<file path="src/rtl/instruction_fetch_unit_pkg.sv">
// Shared constants, counter type and credit helper for the instruction fetch unit.
package instruction_fetch_unit_pkg;

  localparam logic [31:0] NOP_INSTR       = 32'h0000_0013;
  localparam logic [2:0]  FETCH_BUF_DEPTH = 3'd2;

  typedef logic [1:0] cnt_t;

  // Room for one more request once this cycle's pop is taken into account.
  function automatic logic credit_ok(input cnt_t occ, input cnt_t outstanding, input logic pop);
    logic [2:0] used;
    used = {1'b0, occ} + {1'b0, outstanding};
    return (used < (FETCH_BUF_DEPTH + {2'b00, pop}));
  endfunction

endpackage

</file>
<file path="src/rtl/instruction_fetch_unit_fetch_buffer.sv">
// Two-entry FIFO of {PC, word}. Entry 0 is the head and reads back as NOP/0 when empty,
// so the head outputs come straight from registers.
module fetch_buffer
  import instruction_fetch_unit_pkg::*;
#(
  parameter int PC_WIDTH = 32
) (
  input  logic                clk,
  input  logic                rst_n,
  input  logic                push,
  input  logic [PC_WIDTH-1:0] push_pc,
  input  logic [31:0]         push_word,
  input  logic                pop,
  input  logic                flush,
  output cnt_t                occ,
  output logic [PC_WIDTH-1:0] head_pc,
  output logic [31:0]         head_word
);

  logic [PC_WIDTH-1:0] head_pc_r, tail_pc_r, head_pc_n_s, tail_pc_n_s;
  logic [31:0]         head_word_r, tail_word_r, head_word_n_s, tail_word_n_s;
  cnt_t                occ_r, occ_n_s;

  // Next-state for head/tail entries and occupancy; flush wins over push and pop.
  always_comb begin
    head_pc_n_s   = head_pc_r;
    head_word_n_s = head_word_r;
    tail_pc_n_s   = tail_pc_r;
    tail_word_n_s = tail_word_r;
    occ_n_s       = occ_r;
    if (flush) begin
      occ_n_s       = 2'd0;
      head_pc_n_s   = {PC_WIDTH{1'b0}};
      head_word_n_s = NOP_INSTR;
    end else begin
      case ({push, pop})
        2'b10: begin
          if (occ_r == 2'd0) begin
            head_pc_n_s   = push_pc;
            head_word_n_s = push_word;
            occ_n_s       = 2'd1;
          end else if (occ_r == 2'd1) begin
            tail_pc_n_s   = push_pc;
            tail_word_n_s = push_word;
            occ_n_s       = 2'd2;
          end else begin
            occ_n_s = occ_r;
          end
        end
        2'b01: begin
          if (occ_r == 2'd2) begin
            head_pc_n_s   = tail_pc_r;
            head_word_n_s = tail_word_r;
            occ_n_s       = 2'd1;
          end else begin
            head_pc_n_s   = {PC_WIDTH{1'b0}};
            head_word_n_s = NOP_INSTR;
            occ_n_s       = 2'd0;
          end
        end
        2'b11: begin
          // Occupancy is unchanged; the new word lands behind whatever remains.
          if (occ_r == 2'd2) begin
            head_pc_n_s   = tail_pc_r;
            head_word_n_s = tail_word_r;
            tail_pc_n_s   = push_pc;
            tail_word_n_s = push_word;
          end else begin
            head_pc_n_s   = push_pc;
            head_word_n_s = push_word;
            occ_n_s       = 2'd1;
          end
        end
        default: occ_n_s = occ_r;
      endcase
    end
  end

  // Buffer state registers.
  always_ff @(posedge clk or negedge rst_n) begin
    if (!rst_n) begin
      head_pc_r   <= {PC_WIDTH{1'b0}};
      head_word_r <= NOP_INSTR;
      tail_pc_r   <= {PC_WIDTH{1'b0}};
      tail_word_r <= 32'h0000_0000;
      occ_r       <= 2'd0;
    end else begin
      head_pc_r   <= head_pc_n_s;
      head_word_r <= head_word_n_s;
      tail_pc_r   <= tail_pc_n_s;
      tail_word_r <= tail_word_n_s;
      occ_r       <= occ_n_s;
    end
  end

  assign occ       = occ_r;
  assign head_pc   = head_pc_r;
  assign head_word = head_word_r;

endmodule

</file>
<file path="src/rtl/instruction_fetch_unit.sv">
// Fetch stage: PC, credit-limited PMEM requests, stale-response discard on redirect,
// and a 2-entry buffer presenting words to the decoder.
module instruction_fetch_unit
  import instruction_fetch_unit_pkg::*;
#(
  parameter int                  PC_WIDTH     = 32,
  parameter logic [PC_WIDTH-1:0] RESET_VECTOR = PC_WIDTH'(32'h0000_0000)
) (
  input  logic                clk,
  input  logic                rst_n,
  output logic                pmem_req,
  output logic [PC_WIDTH-1:0] pmem_addr,
  input  logic                pmem_ready,
  input  logic                pmem_rvalid,
  input  logic [31:0]         pmem_rdata,
  output logic [31:0]         instr,
  output logic [PC_WIDTH-1:0] instr_pc,
  output logic                instr_valid,
  input  logic                instr_ready,
  input  logic                redirect_valid,
  input  logic [PC_WIDTH-1:0] redirect_pc
);

  localparam logic [PC_WIDTH-1:0] PC_STEP  = PC_WIDTH'(32'd4);
  localparam logic [PC_WIDTH-1:0] PC_RESET = {RESET_VECTOR[PC_WIDTH-1:2], 2'b00};

  logic [PC_WIDTH-1:0] pc_r, pc_n_s;
  cnt_t                outstanding_r, outstanding_n_s;
  cnt_t                discard_r, discard_n_s;
  cnt_t                occ_s;
  logic [PC_WIDTH-1:0] rq_pc_r [2];
  logic                rq_wr_r, rq_rd_r;
  logic                pop_s, accept_s, rsp_s, push_s;
  logic                unused_redirect_lsb_s;

  assign unused_redirect_lsb_s = ^redirect_pc[1:0];

  assign instr_valid = (occ_s != 2'd0);
  assign pop_s       = instr_valid && instr_ready;
  // Held low while in reset so no request escapes before release.
  assign pmem_req    = rst_n && !redirect_valid && credit_ok(occ_s, outstanding_r, pop_s);
  assign pmem_addr   = pc_r;
  assign accept_s    = pmem_req && pmem_ready;
  assign rsp_s       = pmem_rvalid && (outstanding_r != 2'd0);
  assign push_s      = rsp_s && (discard_r == 2'd0) && !redirect_valid;

  // Next PC, in-flight count and discard count; redirect overrides everything.
  always_comb begin
    pc_n_s          = pc_r;
    outstanding_n_s = outstanding_r;
    discard_n_s     = discard_r;
    case ({accept_s, rsp_s})
      2'b10:   outstanding_n_s = outstanding_r + 2'd1;
      2'b01:   outstanding_n_s = outstanding_r - 2'd1;
      default: outstanding_n_s = outstanding_r;
    endcase
    if (redirect_valid) begin
      pc_n_s      = {redirect_pc[PC_WIDTH-1:2], 2'b00};
      discard_n_s = outstanding_n_s;
    end else begin
      if (accept_s) begin
        pc_n_s = pc_r + PC_STEP;
      end else begin
        pc_n_s = pc_r;
      end
      if (rsp_s && (discard_r != 2'd0)) begin
        discard_n_s = discard_r - 2'd1;
      end else begin
        discard_n_s = discard_r;
      end
    end
  end

  // PC and counter registers.
  always_ff @(posedge clk or negedge rst_n) begin
    if (!rst_n) begin
      pc_r          <= PC_RESET;
      outstanding_r <= 2'd0;
      discard_r     <= 2'd0;
    end else begin
      pc_r          <= pc_n_s;
      outstanding_r <= outstanding_n_s;
      discard_r     <= discard_n_s;
    end
  end

  // Request-PC queue; stale entries retire alongside their discarded responses.
  always_ff @(posedge clk or negedge rst_n) begin
    if (!rst_n) begin
      rq_pc_r[0] <= {PC_WIDTH{1'b0}};
      rq_pc_r[1] <= {PC_WIDTH{1'b0}};
      rq_wr_r    <= 1'b0;
      rq_rd_r    <= 1'b0;
    end else begin
      if (accept_s) begin
        rq_pc_r[rq_wr_r] <= pc_r;
        rq_wr_r          <= ~rq_wr_r;
      end
      if (rsp_s) begin
        rq_rd_r <= ~rq_rd_r;
      end
    end
  end

  fetch_buffer #(
    .PC_WIDTH (PC_WIDTH)
  ) u_fetch_buffer (
    .clk       (clk),
    .rst_n     (rst_n),
    .push      (push_s),
    .push_pc   (rq_pc_r[rq_rd_r]),
    .push_word (pmem_rdata),
    .pop       (pop_s),
    .flush     (redirect_valid),
    .occ       (occ_s),
    .head_pc   (instr_pc),
    .head_word (instr)
  );

endmodule

</file>
<file path="config.mk">
export PLATFORM = sky130hd
export DESIGN_NAME = instruction_fetch_unit
export DESIGN_NICKNAME = d
export VERILOG_FILES = /design/src/rtl/instruction_fetch_unit_pkg.sv /design/src/rtl/instruction_fetch_unit_fetch_buffer.sv /design/src/rtl/instruction_fetch_unit.sv
export SDC_FILE = /design/constraint.sdc
export NUM_CORES = 1
export LEC_CHECK = 0
export BUFFER_PORTS_ARGS = -buffer_cell sky130_fd_sc_hd__buf_2
export CAP_MARGIN = 40
export CORE_MARGIN = 3
export CORE_UTILIZATION = 55
export DETAILED_ROUTE_END_ITERATION = 10
export PLACE_DENSITY = 0.74
export SLEW_MARGIN = 20
export SYNTH_ARGS = -nofsm -noshare
export SYNTH_HDL_FRONTEND = slang
export SYNTH_SLANG_ARGS = --single-unit
</file>
<file path="constraint.sdc">
create_clock -name clk -period 7.27 [get_ports clk]
set_clock_uncertainty 0.05 [all_clocks]
set_input_delay 1.0905 -clock clk [delete_from_list [all_inputs] [get_ports clk]]
set_output_delay 1.0905 -clock clk [all_outputs]
set_load 0.005 [all_outputs]
</file>
==> results by group <==
Global routing
  • Overflow after GRT: 0
  • Initial antenna violation count: 0
  • Met1 usage: 35.2%
  • First-pass GRT wire length: 38500 µm
  • Number of global-route vias before repair: 7392
  • Largest net degree at the start of global routing: 78
  • Total track usage: 23.5%
  • GRT met2 Usage: 36.2%
  • Gr busiest metal: met2
  • Met3 usage: 3.97%

Setup path
  • Max incr delay on CP: 0.64 ns
  • Worst Path Arrival: 4.01 ns
  • Worst path cell trace: buf_8 > nor2b_2 > and3_1 > and2_1 > inv_4 > nor2_4 > buf_12 > mux2_2
  • WS Path Type: input pin to register
  • Cell family with the largest share of critical-path delay: simple AND/OR/NAND/NOR gates
  • Startpoint Class: input pin
  • Setup crit end kind: register
  • CP bufs+invs: 3
  • CP required: 7.60 ns
  • CP max FO: 77
  • Slowest CP cell: and2_1

CTS
  • CTS Buffer Depth: 3
  • # hold bufs at CTS: 0
  • Root buf cell: clkbuf_16
  • Post-CTS sizing: 0
  • Sink Count: 223
  • Post-CTS Setup Bufs: 0
  • CTS Buf Count: 23
  • CTS tree: built
  • Clock Pin Slew Worst Setup and Hold Paths: 0.06 ns
  • H-tree levels: 1
  • Clk_lat worst skew: 0.50 ns

STA
  • Maximum clock frequency: 272 MHz
  • Slew @ Worst Pin: 0.792 ns
  • Setup Viol. Count Final: 0
  • Setup TNS: 0 ns
  • Min cycle time layout: 3.68 ns
  • WHS: 0.420 ns
  • RSZ-0062 raised after global routing: false
  • Final WS setup: 3.59 ns
  • Max-slew violations: 0
  • Fin. Hold Viols: 0
  • Relative slew margins: 47.0%
  • Fin crit share: 50.6%

Place
  • Cell Area, Placed: 10900 µm²
  • I/O Buffers: 163
  • Post-DP HPWL: 15100 µm
  • Cells after DPL: 1243
  • GPL Wtd Cong: 0.819
  • Post-Place Setup Slack: 3.00 ns

Detailed routing
  • Starting DRC count in detailed routing: 517
  • Via density per instance: 5.92
  • DRC Markers: 0
  • DR vias: 7595
  • Post-route ant nets: 0
  • DR WL/cell: 18.2 µm
  • Detailed Route WL: 23300 µm
  • Drt pass-1 iters: 5

Floorplanning
  • Core area: 17500 µm²
  • Die H: 141 µm
  • Initial Utilization: 56.9%
  • Die width: 141 µm
  • Die Area: 19800 µm²
  • Row count: 48
  • I/O pin count: 168

Yosys
  • Leading cell types by count after synthesis: 220 x dfrtp_1, 92 x mux2_2, 92 x nand2_1
  • Syn Inst Count: 915
  • Largest family of logic cells by synthesized area: compound AO/OA/AOI/OAI gates
  • Mapped Area: 9970 µm²
  • Asr flop ratio synth: 100%
  • Adder-Cell Fraction of Synth Area: 0.703%
  • Synth Area in XOR/XNOR: 0.615%
  • Mapped Avg Cell Area: 10.9 µm²
  • Top-area cell type share of the netlist area: 55.2%
  • Synth Flop Type: dfrtp_1
  • Cell with the most instances after synthesis: dfrtp_1
  • Post-synth EDFFs: 0
  • Synth Area in Compound Gates: 14.0%
  • Register area share after synthesis: 56.0%
  • Yosys cell types: 60
  • Synth Area in Simple Gates: 11.2%
  • Top post-synthesis cells by area: dfrtp_1 55%, mux2_2 10%, o21ai_0 3.8%
  • Multiplexer area fraction after synthesis: 13.6%
  • Yosys reg bits: 223
  • Largest area contributor in the netlist: dfrtp_1
  • YS warnings: 0

Finish
  • Nets: 1119
  • Final instance area: 11700 µm²
  • Layout Cells excl Fill: 1283
  • Ant. Diodes: 0
  • FILL cells: 1340
  • FF/Latch Area: 5580 µm²
  • Post-Route Utilization: 66.8%
  • Layout cells sized above 1: 30.5%
  • Area grow syn2layout: 17.5%
  • Multi-input gate area: 4040 µm²

Power
  • Worst vdd ir: 0.188 mV
  • Total power: 4.08 mW
  • PD cells: 348 nW/µm²
  • Pleak: 5.77 nW

Job
  • Max_cap viols: 0

Min path
  • Hold Crit Class: register to register

Outcome
  • Status: finished clean
## tightest hold or removal path, stage by stage (launching register included)
cell and delay [ns]:
dfrtp_1 0.33, nand2_1 0.04, o21ai_0 0.06
## cell type report
| class | instances | share of cell area, % |
|---|---|---|
| flip-flops and latches | 223 | 47.7 |
| multi-input cells | 607 | 34.4 |
| repair buffers | 176 | 8.54 |
| clock buffers | 35 | 5.89 |
| well taps | 225 | 2.40 |
| clock inverters | 4 | 0.641 |
| inverters | 13 | 0.438 |
## state kept, by name, indices dropped and copies added, names as in the netlist
signal,flops
pmem_addr,30
rq_wr_r,1
outstanding_r,2
u_fetch_buffer.head_word,32
u_fetch_buffer.occ,2
u_fetch_buffer.head_pc,31
rq_pc_r,60
rq_rd_r,1
discard_r,2
u_fetch_buffer.tail_pc_r,30
u_fetch_buffer.tail_word_r,32
## report_power, final
part / internal [mW] / total (mW) / switching, mW
clock: 0.721 / 1.18 / 0.460
sequential: 1.62 / 1.85 / 0.237
combinational: 0.498 / 1.05 / 0.547
## per-layer routing
layer	share of wire [%]	wire, µm	vias to the layer above
met5	0	0	-
met4	1.3	294	0
met3	7.9	1850	23
met2	45	10600	340
met1	45	10600	3688
li1	-	-	3544
## placed cells by master, fill, tap and decap left out, types with 8 or more instances in the layout
| master | netlist | routed |
|---|---|---|
| nor2_1 | 73 | 71 |
| a21oi_1 | 63 | 63 |
| a221o_1 | 8 | 8 |
| clkbuf_16 | 0 | 23 |
| inv_1 | 11 | 11 |
| buf_4 | 3 | 8 |
| and3_1 | 8 | 8 |
| o21ai_0 | 76 | 76 |
| buf_2 | 23 | 162 |
| dfrtp_1 | 220 | 220 |
| mux2_2 | 92 | 92 |
| nand2_1 | 92 | 92 |
| o311ai_0 | 10 | 10 |
| a22oi_1 | 34 | 34 |
| nand3_1 | 18 | 18 |
| mux2i_1 | 32 | 32 |
| nand4_1 | 17 | 17 |
## cells by family (layout without fill, tap and decap cells)
kind of cell    after synthesis  after routing
flops                       223            223
other cells                   1              2
fa+ha+maj                     5              5
simple gates                244            244
compound gates              225            225
buf+inv                      86            228
mux                         124            124
xor+xnor                      7              7
## path summary, 6_finish.rpt
path,startpoint,end,slack (ns),depth (start not counted)
max,rst_n,rq_pc_r[41],3.59,8
min,u_fetch_buffer.head_pc[24],u_fetch_buffer.head_pc[24],0.42,2
max reg2reg,u_fetch_buffer.occ[0],rq_pc_r[41],3.62,9
min reg2reg,u_fetch_buffer.head_pc[24],u_fetch_buffer.head_pc[24],0.42,2
max in group asynchronous,rst_n,pmem_addr[21],5.53,3
min in group asynchronous,rst_n,u_fetch_buffer.head_word[29],0.50,1
(Power assumes the default switching activity.)
